## src/rtl/spi_wb_pkg.sv

```systemverilog
// Shared constants for the simple_spi Wishbone sequencer: register map, bit indices and FSM states.
package spi_wb_pkg;

    localparam logic [2:0] AdrSpcr = 3'd0;
    localparam logic [2:0] AdrSpsr = 3'd1;
    localparam logic [2:0] AdrSpdr = 3'd2;
    localparam logic [2:0] AdrSper = 3'd3;
    localparam logic [2:0] AdrSscr = 3'd4;

    localparam int unsigned SpcrSpe      = 6;
    localparam int unsigned SpcrMstr     = 4;
    localparam int unsigned SpcrCpol     = 3;
    localparam int unsigned SpcrCpha     = 2;
    localparam int unsigned SpsrRfempty  = 0;

    typedef logic [3:0] state_t;

    localparam state_t StIdle    = 4'd0;
    localparam state_t StSpcrOff = 4'd1;
    localparam state_t StSpcrOn  = 4'd2;
    localparam state_t StSper    = 4'd3;
    localparam state_t StSsOn    = 4'd4;
    localparam state_t StWaitTx  = 4'd5;
    localparam state_t StWrDr    = 4'd6;
    localparam state_t StPollSr  = 4'd7;
    localparam state_t StRdDr    = 4'd8;
    localparam state_t StSsOff   = 4'd9;

    function automatic logic [7:0] spcr_word(input logic cpol, input logic cpha,
                                             input logic [1:0] spr);
        logic [7:0] w;
        w = 8'h00;
        w[SpcrSpe]  = 1'b1;
        w[SpcrMstr] = 1'b1;
        w[SpcrCpol] = cpol;
        w[SpcrCpha] = cpha;
        w[1:0]      = spr;
        return w;
    endfunction

endpackage

```

## src/rtl/wb_single_access.sv

```systemverilog
// Runs one classic Wishbone access per request; optional ack timeout via SPI_WB_MASTER_TIMEOUT_EN.
module wb_single_access #(
    parameter int unsigned TIMEOUT_CYC = 1024
) (
    input  logic       clk_i,
    input  logic       rst_ni,
    input  logic       req,
    input  logic       req_we,
    input  logic [2:0] req_adr,
    input  logic [7:0] req_dat,
    output logic       done,
    output logic [7:0] rdata,
    output logic       err,
    output logic       wb_cyc_o,
    output logic       wb_stb_o,
    output logic       wb_we_o,
    output logic [2:0] wb_adr_o,
    output logic [7:0] wb_dat_o,
    input  logic [7:0] wb_dat_i,
    input  logic       wb_ack_i
);

    logic       active_q;
    logic       we_q;
    logic [2:0] adr_q;
    logic [7:0] dat_q;

    // Acks outside an access never complete anything.
    assign done  = active_q & wb_ack_i;
    assign rdata = wb_dat_i;

    always_ff @(posedge clk_i or negedge rst_ni) begin
        if (!rst_ni) begin
            active_q <= 1'b0;
            we_q     <= 1'b0;
            adr_q    <= 3'd0;
            dat_q    <= 8'h00;
        end else if (active_q) begin
            if (done || err) begin
                active_q <= 1'b0;
            end
        end else if (req) begin
            active_q <= 1'b1;
            we_q     <= req_we;
            adr_q    <= req_adr;
            dat_q    <= req_dat;
        end
    end

`ifdef SPI_WB_MASTER_TIMEOUT_EN
    localparam int unsigned CntW = $clog2(TIMEOUT_CYC) + 1;
    logic [CntW-1:0] cnt_q;

    always_ff @(posedge clk_i or negedge rst_ni) begin
        if (!rst_ni) begin
            cnt_q <= '0;
        end else if (!active_q) begin
            cnt_q <= '0;
        end else begin
            cnt_q <= cnt_q + 1'b1;
        end
    end

    assign err = active_q & ~wb_ack_i & (cnt_q == CntW'(TIMEOUT_CYC - 1));
`else
    logic unused_timeout;
    assign unused_timeout = |TIMEOUT_CYC;
    assign err = 1'b0;
`endif

    assign wb_cyc_o = active_q;
    assign wb_stb_o = active_q;
    assign wb_we_o  = we_q;
    assign wb_adr_o = adr_q;
    assign wb_dat_o = dat_q;

endmodule

```

## src/rtl/spi_wb_master.sv

```systemverilog
// Byte-stream to simple_spi register sequencer. SPI_WB_MASTER_TIMEOUT_EN enables the ack timeout.
module spi_wb_master #(
    parameter int unsigned           SS_WIDTH    = 1,
    parameter logic [SS_WIDTH-1:0]   SS_SEL      = SS_WIDTH'(1),
    parameter int unsigned           TIMEOUT_CYC = 1024
) (
    input  logic       clk_i,
    input  logic       rst_ni,
    input  logic       cfg_cpol,
    input  logic       cfg_cpha,
    input  logic [1:0] cfg_spr,
    input  logic [1:0] cfg_espr,
    input  logic       tx_valid,
    output logic       tx_ready,
    input  logic [7:0] tx_data,
    input  logic       tx_last,
    output logic       rx_valid,
    output logic [7:0] rx_data,
    output logic       busy,
    output logic       err,
    output logic       wb_cyc_o,
    output logic       wb_stb_o,
    output logic       wb_we_o,
    output logic [2:0] wb_adr_o,
    output logic [7:0] wb_dat_o,
    input  logic [7:0] wb_dat_i,
    input  logic       wb_ack_i
);
    import spi_wb_pkg::*;

    state_t     state_q, state_d;
    logic       cpol_q, cpha_q;
    logic [1:0] spr_q, espr_q;
    logic [7:0] byte_q;
    logic       last_q;
    logic       rx_valid_q;
    logic [7:0] rx_data_q;
    logic       rdy_en_q;

    logic       acc_req, acc_we, acc_done, acc_err;
    logic [2:0] acc_adr;
    logic [7:0] acc_dat, acc_rdata, ss_word;
    logic       hs;

    always_comb begin
        ss_word = 8'h00;
        ss_word[SS_WIDTH-1:0] = SS_SEL;
    end

    // tx_ready stays low while reset is held and for the first cycle after.
    assign tx_ready = rdy_en_q & ((state_q == StIdle) | (state_q == StWaitTx));
    assign hs       = tx_valid & tx_ready;
    assign busy     = (state_q != StIdle);
    assign err      = acc_err;
    assign rx_valid = rx_valid_q;
    assign rx_data  = rx_data_q;

    always_comb begin
        acc_req = 1'b1;
        acc_we  = 1'b1;
        acc_adr = AdrSpcr;
        acc_dat = 8'h00;
        unique case (state_q)
            StSpcrOff: ;
            StSpcrOn:  acc_dat = spcr_word(cpol_q, cpha_q, spr_q);
            StSper:    begin acc_adr = AdrSper; acc_dat = {6'b000000, espr_q}; end
            StSsOn:    begin acc_adr = AdrSscr; acc_dat = ss_word; end
            StWrDr:    begin acc_adr = AdrSpdr; acc_dat = byte_q; end
            StPollSr:  begin acc_we = 1'b0; acc_adr = AdrSpsr; end
            StRdDr:    begin acc_we = 1'b0; acc_adr = AdrSpdr; end
            StSsOff:   acc_adr = AdrSscr;
            default:   acc_req = 1'b0;
        endcase
    end

    always_comb begin
        state_d = state_q;
        if (acc_err) begin
            state_d = StIdle;
        end else begin
            unique case (state_q)
                StIdle:    if (hs) state_d = StSpcrOff;
                StSpcrOff: if (acc_done) state_d = StSpcrOn;
                StSpcrOn:  if (acc_done) state_d = StSper;
                StSper:    if (acc_done) state_d = StSsOn;
                // The first byte was latched with the IDLE handshake, so go straight to SPDR.
                StSsOn:    if (acc_done) state_d = StWrDr;
                StWaitTx:  if (hs) state_d = StWrDr;
                StWrDr:    if (acc_done) state_d = StPollSr;
                StPollSr:  if (acc_done && !acc_rdata[SpsrRfempty]) state_d = StRdDr;
                StRdDr:    if (acc_done) state_d = last_q ? StSsOff : StWaitTx;
                StSsOff:   if (acc_done) state_d = StIdle;
                default:   state_d = StIdle;
            endcase
        end
    end

    always_ff @(posedge clk_i or negedge rst_ni) begin
        if (!rst_ni) begin
            state_q    <= StIdle;
            cpol_q     <= 1'b0;
            cpha_q     <= 1'b0;
            spr_q      <= 2'b00;
            espr_q     <= 2'b00;
            byte_q     <= 8'h00;
            last_q     <= 1'b0;
            rx_valid_q <= 1'b0;
            rx_data_q  <= 8'h00;
            rdy_en_q   <= 1'b0;
        end else begin
            state_q    <= state_d;
            rdy_en_q   <= 1'b1;
            rx_valid_q <= (state_q == StRdDr) && acc_done;
            if (hs) begin
                byte_q <= tx_data;
                last_q <= tx_last;
            end
            if (hs && (state_q == StIdle)) begin
                cpol_q <= cfg_cpol;
                cpha_q <= cfg_cpha;
                spr_q  <= cfg_spr;
                espr_q <= cfg_espr;
            end
            if ((state_q == StRdDr) && acc_done) begin
                rx_data_q <= acc_rdata;
            end
        end
    end

    wb_single_access #(
        .TIMEOUT_CYC (TIMEOUT_CYC)
    ) u_access (
        .clk_i    (clk_i),
        .rst_ni   (rst_ni),
        .req      (acc_req),
        .req_we   (acc_we),
        .req_adr  (acc_adr),
        .req_dat  (acc_dat),
        .done     (acc_done),
        .rdata    (acc_rdata),
        .err      (acc_err),
        .wb_cyc_o (wb_cyc_o),
        .wb_stb_o (wb_stb_o),
        .wb_we_o  (wb_we_o),
        .wb_adr_o (wb_adr_o),
        .wb_dat_o (wb_dat_o),
        .wb_dat_i (wb_dat_i),
        .wb_ack_i (wb_ack_i)
    );

endmodule
```

## config.mk

```make
export PLATFORM = sky130hd
export DESIGN_NAME = spi_wb_master
export DESIGN_NICKNAME = d
export VERILOG_FILES = /design/src/rtl/spi_wb_pkg.sv /design/src/rtl/wb_single_access.sv /design/src/rtl/spi_wb_master.sv
export SDC_FILE = /design/constraint.sdc
export NUM_CORES = 1
export LEC_CHECK = 0
export CORE_ASPECT_RATIO = 0.6
export CORE_MARGIN = 3
export CORE_UTILIZATION = 52
export DETAILED_ROUTE_END_ITERATION = 12
export PLACE_DENSITY = 0.84
export SYNTH_ARGS = -nofsm -noshare
export SYNTH_HDL_FRONTEND = slang
export SYNTH_HIERARCHICAL = 1
export SYNTH_SLANG_ARGS = --single-unit
```

## constraint.sdc

```tcl
create_clock -name clk_i -period 3 [get_ports clk_i]
set_input_delay 0.3 -clock clk_i [delete_from_list [all_inputs] [get_ports clk_i]]
set_output_delay 0.3 -clock clk_i [all_outputs]
set_load 0.01 [all_outputs]
```

==> results.json <==
{
  "htreeDepth": 2,
  "synthToLayoutAreaGrowth_pct": 26.3,
  "synth_ff_type": "dfrtp_1",
  "postRouteAntennaNets": 0,
  "dieArea_um2": 4870,
  "ys_seq_area_frac": 0.499,
  "netlist_area_um2": 2100,
  "viasPerCell": 5.38,
  "worstSkewPairLatency_ns": 0.29,
  "clk_pin_slew_ns": 0.07,
  "cts_buffer_depth": 2,
  "cap_violations": 0,
  "fillers": 272,
  "first_iter_violations": 60,
  "cts_buffers": 5,
  "cts_resized": 0,
  "num_rows": 17,
  "rsz0062_at_grt": "no",
  "synth_area_leaders": "dfrtp_1 50%, mux2_2 13%, mux2_4 7.1%",
  "ioPinCount": 53,
  "crit_arrival_ns": 2.28,
  "holdBufCountCts": 0,
  "yosysWarnings": 6,
  "worst_pin_slew_ns": 0.901,
  "post_cts_buffers": 0,
  "preCtsSetupSlack_ns": 0.733,
  "fmax_mhz": 387,
  "ys_seq_elements": 42,
  "endpoint_kind": "output pin",
  "yosys-top-cells-count": "42 x dfrtp_1, 25 x mux2_2, 13 x nor2_1, 10 x buf_4, 10 x mux2_4",
  "drcViolationCount": 0,
  "maxSlewViolCount": 0,
  "synth_fp_nets": 198,
  "finalSetupTns_ns": 0,
  "portBuffers": 51,
  "drive_gt1_frac": 0.249,
  "asyncSetResetFlopFracSynth": 1.00,
  "clock_skew_ns": 0.00258,
  "synthCells": 171,
  "leakagePower_nw": 1.18,
  "crit_required_ns": 2.70,
  "grt_max_degree": 43,
  "slew_headroom": 0.399,
  "grt.overflow.total": 0,
  "grt_pass1_vias": 1442,
  "post-route-min-period_ns": 2.58,
  "dieWidth_um": 88.1,
  "worstPathMaxFanout": 18,
  "synth_edf_count": 0,
  "core-area_um2": 3790,
  "cts_root_buf": "clkbuf_8",
  "reg2reg_depth": 5,
  "muxShareOfSynthArea": 0.229,
  "vias": 1399,
  "synth_xor_area_frac": 0.00416,
  "synth_cell_type_count": 38,
  "start_util": 0.556,
  "worstSetupPathType": "reg -> out",
  "synth_area_per_cell_um2": 12.3,
  "wl_um": 4340,
  "synth_top_area_frac": 0.499,
  "antenna_found_initial": 0,
  "p_per_area_nw_per_um2": 754,
  "place_congestion": 0.827,
  "clkSinkCount": 42,
  "setup_violations": 0,
  "status": "completed",
  "setup.worst_path.start_class": "flip-flop",
  "synth_compound_area_frac": 0.0743,
  "synthAdderAreaFrac": 0,
  "synth_top_family_by_area": "multiplexers",
  "hold_class": "in -> async",
  "hold_violations": 0,
  "die_h_um": 55.3,
  "first_pass_iters": 4,
  "wl_per_cell_um": 16.7,
  "antenna_cells": 0,
  "grt_use_total": 0.196,
  "cts_tree": "yes",
  "period_share": 0.861,
  "yosys.area.top_type": "dfrtp_1",
  "yosysMostFrequentCell": "dfrtp_1",
  "grt_pass1_wl_um": 7230,
  "fin_nets": 240,
  "fin_ws_ns": 0.417,
  "ir_worst_vdd_uv": 436,
  "yosys.area_share.simple": 0.124,
  "hpwl_um": 3200
}
logic make-up (layout without fill, tap and decap cells):
group                  count (synthesis)  count (layout)
multiplexers                          40              40
flip-flops                            42              42
AND/OR/NAND/NOR                       42              42
buffers and inverters                 20              62
XOR/XNOR                               1               1
other                                  2               2
AO/OA/AOI/OAI                         24              24
final timing paths:
path	startpoint	end	slack [ns]
setup / recovery	state_q[2]	tx_ready	0.42
hold / removal	rst_ni	rdy_en_q	0.13
setup reg to reg	state_q[2]	u_access/wb_dat_o[5]	0.85
hold reg to reg	byte_q[5]	byte_q[5]	0.50
max in group asynchronous	rst_ni	state_q[3]	2.31
min in group clk_i	byte_q[5]	byte_q[5]	0.50
through the flow:
stage	std cells	util	area (um2)	total power, mW	hold slack [ns]
after floorplan	171	-	2100	1.35	0.00441
after global placement	253	0.672	2540	1.53	0.460
after detailed placement	253	0.672	2540	1.57	0.484
after CTS	260	0.702	2660	2.02	0.170
after global routing	260	0.702	2660	2.12	0.217
final	260	0.702	2660	2.00	0.134
metal layers:
layer,global-route usage,share of wire,up-vias
met5,0,0,-
met4,0.0711,0.016,0
met3,0.0447,0.042,7
met2,0.306,0.49,35
met1,0.266,0.45,695
li1,-,-,662
sequential cells by signal, indices dropped and copies added (netlist names), 2 cells and up:
| register | cells |
|---|---|
| byte_q | 8 |
| espr_q | 2 |
| rx_data | 8 |
| spr_q | 2 |
| state_q | 4 |
| u_access/wb_adr_o | 3 |
| u_access/wb_dat_o | 8 |
placed cells by master (no fill, tap or decap), drive strengths merged, types with 2 or more instances in the layout:
cell           instances
clkdlybuf4s50         50
dfrtp                 42
mux2                  35
nor2                  13
a21oi                 10
nand2                  7
clkbuf                 6
mux2i                  5
o21ai                  5
nor3                   4
inv                    4
nor2b                  4
and2                   4
and3                   3
nand3                  3
nand2b                 2
conb                   2
where the power goes:
| part | switching, mW | internal [mW] |
|---|---|---|
| combinational | 0.298 | 0.401 |
| sequential | 0.139 | 0.719 |
| clock | 0.183 | 0.266 |
final cells by class:
class	instances	area (um2)	area share
Clock buffer	6	82.6	0.0311
Clock inverter	1	30.0	0.0113
Inverter	4	15.0	0.00565
Multi-Input combinational cell	109	915	0.344
Sequential cell	42	1050	0.395
Tap cell	47	58.8	0.0221
Timing Repair Buffer	51	505	0.190
critical path: stages (launching register included):
cell and delay (ns):
dfrtp_1 0.63, nor2b_4 0.28, nor4_4 0.38, and2_1 0.18, clkdlybuf4s50_1 0.53
(Power assumes the default switching activity.)
